--- src/rtl/filt_oup_decim_if.sv ---
// ---------------------------------------------------------------------------
// filt_oup_decim_if
//
// Purpose: groups the stream signals of filt_oup_decim. The input side carries
// the full-precision filt_mac result. The output side carries the narrow
// valid/ready stream and the status flags.
//
// Signals:
//   i_ena    capture enable
//   i_data   filter result, gp_inp_width bits, two's complement
//   i_done   result-ready indication, as a pulse or a level
//   o_data   head of the output FIFO, gp_oup_width bits
//   o_valid  output FIFO is non-empty
//   i_ready  consumer accepts o_data
//   o_sat    one-cycle pulse when a kept sample was clipped
//   o_ovf    sticky flag: a kept sample was dropped on a full FIFO
//
// Modports:
//   master   producer/consumer side (drives i_*, observes o_*)
//   slave    filt_oup_decim side (observes i_*, drives o_*)
// ---------------------------------------------------------------------------
interface filt_oup_decim_if #(
    parameter int gp_inp_width = 32,
    parameter int gp_oup_width = 16
);
    logic                    i_ena;
    logic [gp_inp_width-1:0] i_data;
    logic                    i_done;
    logic [gp_oup_width-1:0] o_data;
    logic                    o_valid;
    logic                    i_ready;
    logic                    o_sat;
    logic                    o_ovf;

    modport master (
        output i_ena, i_data, i_done, i_ready,
        input  o_data, o_valid, o_sat, o_ovf
    );

    modport slave (
        input  i_ena, i_data, i_done, i_ready,
        output o_data, o_valid, o_sat, o_ovf
    );
endinterface

--- src/rtl/filt_oup_decim.sv ---
// ---------------------------------------------------------------------------
// filt_oup_decim
//
// Purpose: this block sits downstream of filt_mac. It processes each result
// through this chain:
//   1. Detect the rising edge of i_done.
//   2. Keep every gp_decim-th captured result.
//   3. Scale the kept result with an arithmetic right shift.
//   4. Saturate it to gp_oup_width bits.
//   5. Queue it in a small FIFO that a valid/ready consumer drains.
//
// Ports:
//   i_clk     system clock (shared with filt_mac)
//   i_rst_an  asynchronous active-low reset
//   bus       filt_oup_decim_if.slave: i_ena, i_data, i_done, i_ready inputs;
//             o_data, o_valid, o_sat, o_ovf outputs
//
// Optional feature:
//   FILT_OUP_DECIM_ROUND_EN  When defined, the block adds 2^(gp_shift-1)
//                            before the shift, which rounds half up.
//                            When undefined, the shift simply truncates.
//                            Latency is the same in both builds.
// ---------------------------------------------------------------------------
module filt_oup_decim #(
    parameter int gp_inp_width  = 32,
    parameter int gp_oup_width  = 16,
    parameter int gp_shift      = 8,
    parameter int gp_decim      = 4,
    parameter int gp_fifo_depth = 4
) (
    input  logic             i_clk,
    input  logic             i_rst_an,
    filt_oup_decim_if.slave  bus
);
    localparam int lp_cnt_w = (gp_decim > 1) ? $clog2(gp_decim) : 1;
    localparam int lp_ptr_w = $clog2(gp_fifo_depth);
    localparam int lp_sum_w = gp_inp_width + 1;

    localparam logic [lp_cnt_w-1:0] lp_cnt_last = lp_cnt_w'(gp_decim - 1);
    localparam logic [lp_ptr_w:0]   lp_full     = (lp_ptr_w + 1)'(gp_fifo_depth);

    // The clip bounds are sign-extended to the working width so the
    // comparisons below are plain signed compares.
    localparam logic signed [lp_sum_w-1:0] lp_sat_max =
        (lp_sum_w'(1) << (gp_oup_width - 1)) - lp_sum_w'(1);
    localparam logic signed [lp_sum_w-1:0] lp_sat_min = ~lp_sat_max;

    logic                        done_q;
    logic [lp_cnt_w-1:0]         dec_cnt;
    logic                        capture;
    logic                        keep;
    logic signed [lp_sum_w-1:0]  sum_ext;
    logic signed [lp_sum_w-1:0]  shifted;
    logic                        clip_hi;
    logic                        clip_lo;
    logic [gp_oup_width-1:0]     sat_data;

    logic                        s1_valid;
    logic [gp_oup_width-1:0]     s1_data;
    logic                        sat_q;

    logic [gp_oup_width-1:0]     mem [gp_fifo_depth];
    logic [lp_ptr_w-1:0]         wr_ptr;
    logic [lp_ptr_w-1:0]         rd_ptr;
    logic [lp_ptr_w:0]           count;
    logic                        ovf_q;
    logic                        fifo_valid;
    logic                        pop;
    logic                        full;
    logic                        wr_accept;

    // A capture happens only on the rising edge of i_done. This way a
    // level-style done still produces exactly one capture.
    assign capture = bus.i_done & ~done_q & bus.i_ena;
    assign keep    = capture & (dec_cnt == '0);

`ifdef FILT_OUP_DECIM_ROUND_EN
    // The shift amount is forced to 0 when gp_shift is 0. That keeps the
    // dead branch legal during elaboration; its value is never used.
    localparam logic signed [lp_sum_w-1:0] lp_round =
        (gp_shift == 0) ? '0 : (lp_sum_w'(1) << ((gp_shift == 0) ? 0 : gp_shift - 1));
    assign sum_ext = $signed({bus.i_data[gp_inp_width-1], bus.i_data}) + lp_round;
`else
    assign sum_ext = $signed({bus.i_data[gp_inp_width-1], bus.i_data});
`endif

    assign shifted  = sum_ext >>> gp_shift;
    assign clip_hi  = shifted > lp_sat_max;
    assign clip_lo  = shifted < lp_sat_min;
    assign sat_data = clip_hi ? lp_sat_max[gp_oup_width-1:0] :
                      clip_lo ? lp_sat_min[gp_oup_width-1:0] :
                                shifted[gp_oup_width-1:0];

    // Edge-detect register and decimation counter. The counter advances
    // only on real captures, so it freezes while i_ena is low.
    always_ff @(posedge i_clk or negedge i_rst_an) begin
        if (!i_rst_an) begin
            done_q  <= 1'b0;
            dec_cnt <= '0;
        end else begin
            done_q <= bus.i_done;
            if (capture) begin
                dec_cnt <= (dec_cnt == lp_cnt_last) ? '0 : dec_cnt + 1'b1;
            end
        end
    end

    // Stage 1 holds the scaled and saturated sample. The o_sat flag is
    // registered alongside it, so it is high in the same cycle as the sample.
    always_ff @(posedge i_clk or negedge i_rst_an) begin
        if (!i_rst_an) begin
            s1_valid <= 1'b0;
            s1_data  <= '0;
            sat_q    <= 1'b0;
        end else begin
            s1_valid <= keep;
            s1_data  <= sat_data;
            sat_q    <= keep & (clip_hi | clip_lo);
        end
    end

    assign fifo_valid = (count != '0);
    assign pop        = fifo_valid & bus.i_ready;
    assign full       = (count == lp_full);
    // When the FIFO is full, a write still goes in if a pop frees a slot
    // on the same edge.
    assign wr_accept  = s1_valid & (~full | pop);

    always_ff @(posedge i_clk or negedge i_rst_an) begin
        if (!i_rst_an) begin
            wr_ptr <= '0;
            rd_ptr <= '0;
            count  <= '0;
            ovf_q  <= 1'b0;
        end else begin
            if (wr_accept) begin
                wr_ptr <= wr_ptr + 1'b1;
            end
            if (pop) begin
                rd_ptr <= rd_ptr + 1'b1;
            end
            if (wr_accept && !pop) begin
                count <= count + 1'b1;
            end else if (!wr_accept && pop) begin
                count <= count - 1'b1;
            end
            if (s1_valid && !wr_accept) begin
                ovf_q <= 1'b1;
            end
        end
    end

    // Storage needs no reset. Reads are masked by fifo_valid, so stale
    // contents are never visible.
    always_ff @(posedge i_clk) begin
        if (wr_accept) begin
            mem[wr_ptr] <= s1_data;
        end
    end

    assign bus.o_valid = fifo_valid;
    assign bus.o_data  = fifo_valid ? mem[rd_ptr] : '0;
    assign bus.o_sat   = sat_q;
    assign bus.o_ovf   = ovf_q;
endmodule

--- src/flat_wrapper.sv ---
// flat-port wrapper written by rule: the top's interface ports become plain ports
module filt_oup_decim_flat 
#(
    parameter int gp_inp_width  = 32,
    parameter int gp_oup_width  = 16,
    parameter int gp_shift      = 8,
    parameter int gp_decim      = 4,
    parameter int gp_fifo_depth = 4
)
  (i_clk, i_rst_an, bus_i_ena, bus_i_data, bus_i_done, bus_i_ready, bus_o_data, bus_o_valid, bus_o_sat, bus_o_ovf);
  filt_oup_decim_if #(.gp_inp_width(gp_inp_width), .gp_oup_width(gp_oup_width)) bus_i ();
  input  logic i_clk;
  input  logic i_rst_an;
  input wire logic [$bits(bus_i.i_ena)-1:0] bus_i_ena;
  input wire logic [$bits(bus_i.i_data)-1:0] bus_i_data;
  input wire logic [$bits(bus_i.i_done)-1:0] bus_i_done;
  input wire logic [$bits(bus_i.i_ready)-1:0] bus_i_ready;
  output wire logic [$bits(bus_i.o_data)-1:0] bus_o_data;
  output wire logic [$bits(bus_i.o_valid)-1:0] bus_o_valid;
  output wire logic [$bits(bus_i.o_sat)-1:0] bus_o_sat;
  output wire logic [$bits(bus_i.o_ovf)-1:0] bus_o_ovf;
  assign bus_i.i_ena = bus_i_ena;
  assign bus_i.i_data = bus_i_data;
  assign bus_i.i_done = bus_i_done;
  assign bus_i.i_ready = bus_i_ready;
  assign bus_o_data = bus_i.o_data;
  assign bus_o_valid = bus_i.o_valid;
  assign bus_o_sat = bus_i.o_sat;
  assign bus_o_ovf = bus_i.o_ovf;
  filt_oup_decim #(.gp_inp_width(gp_inp_width), .gp_oup_width(gp_oup_width), .gp_shift(gp_shift), .gp_decim(gp_decim), .gp_fifo_depth(gp_fifo_depth)) u_core (.i_clk(i_clk), .i_rst_an(i_rst_an), .bus(bus_i));
endmodule
--- config.mk ---
export PLATFORM = sky130hd
export DESIGN_NAME = filt_oup_decim_flat
export DESIGN_NICKNAME = d
export VERILOG_FILES = /design/src/rtl/filt_oup_decim_if.sv /design/src/rtl/filt_oup_decim.sv /design/src/flat_wrapper.sv
export SDC_FILE = /design/constraint.sdc
export NUM_CORES = 1
export LEC_CHECK = 0
export ABC_AREA = 1
export CAP_MARGIN = 20
export CORE_MARGIN = 2
export CORE_UTILIZATION = 54
export DETAILED_ROUTE_END_ITERATION = 10
export GPL_ROUTABILITY_DRIVEN = 0
export HOLD_SLACK_MARGIN = 0.1
export PLACE_DENSITY = 0.8
export SYNTH_ARGS = -nofsm -noshare
export SYNTH_HDL_FRONTEND = slang
export SYNTH_SLANG_ARGS = --single-unit
--- constraint.sdc ---
create_clock -name i_clk -period 2.6 [get_ports i_clk]
set_clock_uncertainty 0.05 [all_clocks]
set_input_delay 0.52 -clock i_clk [delete_from_list [all_inputs] [get_ports i_clk]]
set_output_delay 0.52 -clock i_clk [all_outputs]
set_load 0.005 [all_outputs]
==> results.py <==
metrics = {
    "status": {
        "status": "finished, final reports clean",
    },
    "die": {
        "num_rows": 30,
        "core_area_mm2": 0.006794,
        "ios": 56,
        "die_area_mm2": 0.007707,
        "die_h_um": 87.79,
        "die_width_um": 87.79,
        "initial_core_util": 0.5580,
    },
    "worst_setup_path": {
        "arrival_ns": 1.95,
        "path_class": "reg -> out",
        "crit_fanout": 10,
        "cp.required_ns": 2.03,
        "start_kind": "flip-flop",
        "cp-end-kind": "output pin",
    },
    "placement": {
        "dp_hpwl_um": 4462,
        "numPortBuffers": 47,
        "preCtsSetupSlack_ns": 0.08303,
        "place_area_mm2": 0.004355,
    },
    "worst_hold_path": {
        "hp-class": "reg -> reg",
    },
    "finish": {
        "drive_gt1_frac": 0.1195,
        "final_cell_area_mm2": 0.004618,
        "final_nets": 425,
        "num_antenna_cells": 0,
        "syn2layout_area_growth_pct": 21.82,
        "final_common_cell": "nor2_1",
        "final_cell_mix": "nor2_1, edfxtp_1, clkdlybuf4s50_1, nand2_1, o21ai_1",
        "n_fill_cell": 493,
    },
    "synth": {
        "synth_seq_cells": 93,
        "synth_adder_area_share": 0.02838,
        "syn_area_mm2": 0.003791,
        "synthSimpleGateAreaFrac": 0.1323,
        "syn_inst": 322,
        "synth_compound_area_frac": 0.08053,
        "synthXorXnorAreaFrac": 0.006931,
        "synth_cell_types": 23,
        "synth_nets": 367,
        "syn_avg_cell_area_um2": 11.77,
        "ys_seq_area_frac": 0.6983,
        "synth_top_family_by_area": "simple AND/OR/NAND/NOR gates",
        "muxShareOfSynthArea": 0.002970,
        "synth_warnings": 0,
    },
    "sta": {
        "drv_slew": 0,
        "holdWs_ns": 0.4483,
        "fin_ws_ns": 0.08481,
        "post-route-period-util": 0.9674,
        "max_freq_ghz": 0.3976,
        "tightest_slew_ns": 0.5007,
        "min_period_ns": 2.515,
        "setup_viol": 0,
        "rsz0062_at_grt": "yes",
        "hold_viol": 0,
        "maxSlewHeadroom": 0.6650,
    },
    "routing": {
        "wl_per_cell_um": 14.85,
        "via_per_inst": 5.033,
        "first_iter_violations": 176,
        "ant_nets": 0,
        "drc_errors": 0,
        "num_vias": 2421,
        "drt_wl_total_um": 7144,
        "firstDrtPassIters": 4,
    },
    "clock_network": {
        "cts_inserted_buffers": 9,
        "clock-root-buffer": "clkbuf_8",
        "cts_hold_buf": 0,
        "path_clk_slew_ns": 0.09,
        "cts.sinks": 93,
        "clock_latency_ns": 0.35,
        "htree_levels": 3,
        "cts.path.max_buffers": 2,
        "tritoncts": "yes",
    },
    "global_routing": {
        "grt_usage": 0.1968,
        "antenna_found_initial": 0,
        "grt_pass1_wl_um": 10970,
        "grt_pass1_vias": 2330,
        "grt_overflow": 0,
        "grt_start_max_net_pins": 30,
    },
    "run": {
        "max_cap_viol_count": 0,
    },
    "power_and_ir_drop": {
        "peakVddDrop_mv": 0.4596,
        "power_leakage_nw": 1.766,
        "powerDensity_mw_per_mm2": 969.7,
    },
}
[final cells by class]
| cell class | instances | area, um2 | share of cell area |
|---|---|---|---|
| flip-flops and latches | 93 | 2650 | 0.5738 |
| multi-input cells | 199 | 952.2 | 0.2062 |
| repair buffers | 61 | 601.8 | 0.1303 |
| clock buffers | 11 | 162.7 | 0.03522 |
| well taps | 96 | 120.1 | 0.02601 |
| inverters | 16 | 67.56 | 0.01463 |
| clock inverters | 5 | 63.81 | 0.01382 |
[flip-flops by register name (all words and copies together), names as in the netlist]
register and count:
u_core.mem 64, u_core.dec_cnt 2, u_core.s1_data 16, u_core.done_q 1
u_core.rd_ptr 2, u_core.bus.o_ovf 1, u_core.bus.o_sat 1, u_core.wr_ptr 2
u_core.s1_valid 1, u_core.count 3
[kinds of logic after synthesis]
logic type | count (synthesis)
AND/OR/NAND/NOR | 129
buffers and inverters | 30
adder cells (fa/ha/maj) | 8
flip-flops | 93
AO/OA/AOI/OAI | 58
multiplexers | 1
XOR/XNOR | 3
[path summary, 6_finish.rpt]
path	startpoint	to	cells past startpoint	slack (ns)
worst max-delay path	u_core.rd_ptr[1]	bus_o_data[13]	5	0.08
worst min-delay path	u_core.s1_data[13]	u_core.mem[0][13]	0	0.45
worst max register to register	u_core.count[0]	u_core.count[2]	9	0.50
worst min register to register	u_core.s1_data[13]	u_core.mem[0][13]	0	0.45
max in group asynchronous	i_rst_an	u_core.rd_ptr[1]	2	1.69
min in group asynchronous	i_rst_an	u_core.count[1]	2	0.50
[per-layer routing]
metal	track usage	vias to the layer above	part of all wire
met3	0.04713	10	0.068
met1	0.2467	1135	0.41
met5	0	-	0
met4	0.08112	0	0.018
li1	-	1190	-
met2	0.3313	86	0.50
[per-stage QoR]
step                std cells   TNS, ns  total power, mW  utilization
floorplan                 322         0            2.782            -
global placement          463         0            3.361       0.6411
detailed placement        463         0            3.422       0.6411
CTS                       479         0            4.443       0.6746
global route              481  -0.01796            4.747       0.6797
finish                    481         0            4.478       0.6797
[where the power goes]
group / internal (mW) / leakage [nW] / total (mW) / switching, mW
registers: 1.72 / 0.905 / 1.83 / 0.114
clock network: 0.536 / 0.111 / 1.03 / 0.494
logic: 0.808 / 0.749 / 1.61 / 0.806
total: 3.06 / 1.77 / 4.48 / 1.41
[repair_timing]
action,4_1_cts,5_1_grt
setup endpoints to repair,3,14
gates resized for setup,1,8
buffers inserted,0,2
[Yosys cell counts]
library cell / count / area (um2)
xnor2_1: 1 / 8.760
nand2_1: 45 / 168.9
o21ai_0: 7 / 35.03
a31o_2: 1 / 8.760
xor2_1: 2 / 17.52
nand2_2: 4 / 25.02
buf_2: 1 / 5.000
o21ai_4: 1 / 16.27
o21ai_1: 30 / 150.1
inv_2: 3 / 11.26
buf_6: 8 / 90.09
nor2_2: 3 / 18.77
mux2_2: 1 / 11.26
inv_1: 12 / 45.04
ha_1: 7 / 87.58
fa_1: 1 / 20.02
clkbuf_1: 1 / 3.750
dfrtp_1: 29 / 725.7
inv_4: 1 / 6.260
nor2_1: 77 / 289.0
edfxtp_1: 64 / 1922
a21oi_1: 19 / 95.09
buf_4: 4 / 30.03
[critical path, cell delays in order, from the launching register on]
cell and delay [ns]:
dfrtp_2 0.47, buf_4 0.20, nor2_1 0.12, o21ai_1 0.08, a21oi_1 0.18, clkdlybuf4s50_1 0.54
Power figures use the tool's default switching activity.
